<file path="config.mk">
export PLATFORM = sky130hd
export DESIGN_NAME = seq_detect_scheduler
export DESIGN_NICKNAME = d
export VERILOG_FILES = /design/src/rtl/seq_detect_scheduler.sv
export SDC_FILE = /design/constraint.sdc
export NUM_CORES = 1
export LEC_CHECK = 0
export BUFFER_PORTS_ARGS = -buffer_cell sky130_fd_sc_hd__buf_2
export CAP_MARGIN = 20
export CORE_MARGIN = 2
export CORE_UTILIZATION = 30
export CTS_BUF_LIST = sky130_fd_sc_hd__clkbuf_16
export DETAILED_ROUTE_END_ITERATION = 10
export MAX_ROUTING_LAYER = met4
export SLEW_MARGIN = 20
export SYNTH_ARGS = -nofsm -noshare
export SYNTH_HDL_FRONTEND = slang
export SYNTH_SLANG_ARGS = --single-unit
</file>
<file path="constraint.sdc">
create_clock -name clk -period 2.2 [get_ports clk]
set_input_delay 0.44 -clock clk [delete_from_list [all_inputs] [get_ports clk]]
set_output_delay 0.44 -clock clk [all_outputs]
set_load 0.05 [all_outputs]
</file>
<file path="src/rtl/seq_detect_scheduler.sv">
// Round-robin scheduler sharing one "1101" Mealy detector across NCH serial channels.
// Optional per-channel saturating hit counters are built when SEQ_SCHED_HITCNT_EN is defined.
module seq_detect_scheduler #(
   parameter int NCH  = 4,
   parameter int CNTW = 8
) (
   input  logic                clk,
   input  logic                clr,
   input  logic                en,
   input  logic [NCH-1:0]      req,
   input  logic [NCH-1:0]      din,
   input  logic [NCH-1:0]      chclr,
   output logic [NCH-1:0]      ack,
   output logic [NCH-1:0]      hit,
   output logic [NCH*CNTW-1:0] hit_cnt
);

   localparam int PW = (NCH > 1) ? $clog2(NCH) : 1;

   typedef enum logic [1:0] {
      S0 = 2'd0,
      S1 = 2'd1,
      S2 = 2'd2,
      S3 = 2'd3
   } state_t;

   function automatic state_t next_state(input state_t s, input logic b);
      state_t n;
      case (s)
         S0:      n = b ? S1 : S0;
         S1:      n = b ? S2 : S0;
         S2:      n = b ? S2 : S3;
         S3:      n = b ? S1 : S0;
         default: n = S0;
      endcase
      return n;
   endfunction

   logic [PW-1:0]  ptr_reg;
   logic [NCH-1:0] elig;
   logic [PW-1:0]  cand;
   logic [PW-1:0]  grant_idx;
   logic           grant_vld;

   // A channel being cleared this cycle is never granted, so its bit stays pending.
   assign elig = (en && !clr) ? (req & ~chclr) : '0;

   always_comb begin
      grant_vld = 1'b0;
      grant_idx = '0;
      cand      = '0;
      for (int k = 0; k < NCH; k++) begin
         cand = PW'((int'(ptr_reg) + k) % NCH);
         if (!grant_vld && elig[cand]) begin
            grant_vld = 1'b1;
            grant_idx = cand;
         end
      end
   end

   always_comb begin
      ack = '0;
      if (grant_vld) ack[grant_idx] = 1'b1;
   end

   always_ff @(posedge clk or posedge clr) begin
      if (clr) begin
         ptr_reg <= '0;
      end else if (grant_vld) begin
         ptr_reg <= (grant_idx == PW'(NCH - 1)) ? '0 : grant_idx + PW'(1);
      end
   end

   genvar gi;
   generate
      for (gi = 0; gi < NCH; gi++) begin : g_ch
         state_t ctx_reg;
         logic   hit_reg;

         always_ff @(posedge clk or posedge clr) begin
            if (clr) begin
               ctx_reg <= S0;
               hit_reg <= 1'b0;
            end else begin
               hit_reg <= ack[gi] && (ctx_reg == S3) && din[gi];
               if (chclr[gi]) begin
                  ctx_reg <= S0;
               end else if (ack[gi]) begin
                  ctx_reg <= next_state(ctx_reg, din[gi]);
               end
            end
         end

         assign hit[gi] = hit_reg;

`ifdef SEQ_SCHED_HITCNT_EN
         logic [CNTW-1:0] cnt_reg;

         // Counts registered hit pulses; a clear in the same cycle as a pulse wins.
         always_ff @(posedge clk or posedge clr) begin
            if (clr) begin
               cnt_reg <= '0;
            end else if (chclr[gi]) begin
               cnt_reg <= '0;
            end else if (hit_reg && (cnt_reg != {CNTW{1'b1}})) begin
               cnt_reg <= cnt_reg + CNTW'(1);
            end
         end

         assign hit_cnt[gi*CNTW +: CNTW] = cnt_reg;
`else
         assign hit_cnt[gi*CNTW +: CNTW] = '0;
`endif
      end
   endgenerate

endmodule
</file>
==> impl_metrics.toml <==
[yosys]
syn_area_um2 = 1530
synthCells = 150
ys_seq_area_frac = 0.229
synth_seq_cells = 14
ys.warnings.count = 0
synth_area_per_cell_um2 = 10.2
ys_types = 36

[outcome]
violations = "setup timing"
status = "complete, but fails checks"

[global_routing]
overflow = 0
track_usage = 0.114
grt_pass1_wl_um = 4730
grt_max_degree = 15
grt_pass1_vias = 1029
antenna_found_initial = 0

[sta]
rsz0062_at_grt = "yes"
worst_pin_slew_ns = 0.610
fmax_mhz = 414
slew_headroom = 0.593
slew_viol_final = 0
tns_ns = -0.790
fin_ws_ns = -0.218
hold_viol = 0
finalCritPeriodShare = 1.10
setup_violations = 4
period_needed_ns = 2.42
fin_skew_ns = 0.00350

[critical_path]
endpoint_kind = "primary output"
crit_type = "in2out"
path_max_fanout = 5
crit-reg2reg-launch = "ptr_reg[0]"
cp-start-kind = "input pin"
worstPathArrival_ns = 1.98
required_ns = 1.76
ff2ff_path_depth = 9
r2r_slack_ns = 0.07
regToRegEndpoint = "g_ch[2].ctx_reg[0]"

[die]
rows = 26
dieArea_um2 = 5690
initial_core_util = 0.306
core-area_um2 = 5010
ios = 55
fp.dieH_um = 75.5
die_w_um = 75.5

[detailed_routing]
drc_errors = 0
finalWirelength_um = 3120
drt_first_pass_iters = 4
wl_per_cell_um = 11.8
vias = 1114
avgViaCountPerCell = 4.22
detailedRoute.firstIterationViolations = 33
ant_nets = 0

[final_layout]
fin_nets = 226
fin_util = 0.401
ff_latch_area_um2 = 352
n_antenna_cell = 0
fillCellCount = 519
layout_commonest_cell = "conb_1"
multi_input_area_um2 = 1070
largest_reg_flops = 8
drive_gt1_frac = 0.438
areaGrowthSynthToFinish_pct = 31.1
final_cell_mix = "conb_1 (32), buf_4 (23), buf_2 (14)"

[placed_design]
place_congestion = 0.724
post-dp-hpwl_um = 2400
port_buffers = 22

[clock_network]
cts_tree = "done"
clkTransAtPathRegs_ns = 0.05
cts_buffers = 3
postCtsHoldBufs = 0
htree_levels = 1
cts_buffer_depth = 2
cts-root-buf = "clkbuf_16"
clk_latency_ns = 0.25
cts_sinks = 14

[worst_hold_path]
hp-class = "in2async"

[power]
vdd_drop_max_uv = 236
p_leak_uw = 0.000965
power_density_nw_per_um2 = 488

[flow_run]
max_cap_viol_count = 0
==> per-stage QoR <==
stage / cell area, um^2 / setup WS (ns) / total power (uW) / cells / hold WS, ns
5_1_grt: 2010 / -0.273 / 1020 / 264 / 0.453
3_3_place_gp: 1740 / -0.347 / 591 / 252 / 0.590
6_report: 2010 / -0.218 / 979 / 264 / 0.407
3_5_place_dp: 1740 / -0.348 / 591 / 252 / 0.598
2_1_floorplan: 1690 / -0.0919 / 560 / 181 / 0.329
4_1_cts: 1970 / -0.211 / 977 / 264 / 0.428
==> cells by family after synthesis <==
group	share of synthesized area
other	0.00245
buffers and inverters	0.203
flip-flops	0.229
multiplexers	0.104
adder cells (fa/ha/maj)	0.131
AND/OR/NAND/NOR	0.184
AO/OA/AOI/OAI	0.147
==> area by class of cell <==
cell class / count / area share
Clock buffer: 3 / 0.0374
Clock inverter: 1 / 0.00187
Inverter: 10 / 0.0187
Multi-Input combinational cell: 120 / 0.531
Sequential cell: 14 / 0.175
Tap cell: 70 / 0.0436
Timing Repair Buffer: 46 / 0.192
==> synth_stat cells <==
master     instances  share of area
dfrtp_1           14           0.23
o221ai_1           2          0.011
a31oi_1            1         0.0041
inv_2              1         0.0024
mux2_2             7          0.051
nand2b_4           2          0.018
o221a_2            1         0.0074
and3b_1            1         0.0057
nand2b_1           1         0.0041
o21ba_2            1         0.0065
buf_4             36           0.18
nand2_1            1         0.0024
a22oi_1            2         0.0098
nand4b_1           1         0.0057
nor2b_1            3          0.012
or2b_4             1         0.0074
nand4bb_2          1          0.011
mux2i_1            8          0.052
o31a_1             1         0.0057
a41oi_4            3          0.054
nand2b_2           1         0.0057
and2_1             2         0.0082
and3_1             4          0.016
conb_1             1         0.0024
a41oi_2            1          0.011
nand3b_1           4          0.020
and4bb_2           3          0.025
o21bai_1           1         0.0049
clkbuf_1           1         0.0024
ha_1              16           0.13
nor2_1            13          0.032
a221oi_1           2          0.011
inv_1              9          0.022
nor2b_2            2          0.011
a21oi_1            1         0.0033
o41ai_4            1          0.018
==> power by group <==
part	internal [uW]	leakage (uW)	switching [uW]	total, uW
Combinational	116	0.000735	220	336
Sequential	272	0.000191	17.7	290
Clock	241	0.0000385	112	353
==> worst max path at each step <==
stage | from | to | slack (ns) | cells past startpoint
2_1_floorplan | chclr[0] | g_ch[1].ctx_reg[0] | -0.09 | 7
3_3_place_gp | clr | ack[0] | -0.35 | 9
3_5_place_dp | clr | ack[1] | -0.35 | 8
4_1_cts | en | ack[1] | -0.21 | 8
5_1_grt | ptr_reg[1] | ack[0] | -0.27 | 8
6_report | clr | ack[0] | -0.22 | 9
==> layer usage <==
layer | part of all wire | wire length [um] | up-vias | track usage
li1 | - | - | 541 | -
met1 | 0.39 | 1220 | 533 | 0.121
met2 | 0.55 | 1720 | 34 | 0.211
met3 | 0.046 | 144 | 6 | 0.0278
met4 | 0.0093 | 29 | 0 | 0.0292
met5 | 0 | 0 | - | -
==> timing repair <==
action | CTS | global route
pin swaps | 9 | 4
cloned | 1 | 0
gates resized for setup | 22 | 8
setup buffers | 7 | 0
setup endpoints to repair | 4 | 7
==> worst max-delay path, stage by stage <==
cell and delay, ns:
buf_8 0.10, nand2b_1 0.16, o31a_1 0.35, o21bai_2 0.20
ha_2 0.22, and3b_2 0.20, o41ai_4 0.08, inv_2 0.08
buf_8 0.14
(Power assumes the default switching activity.)
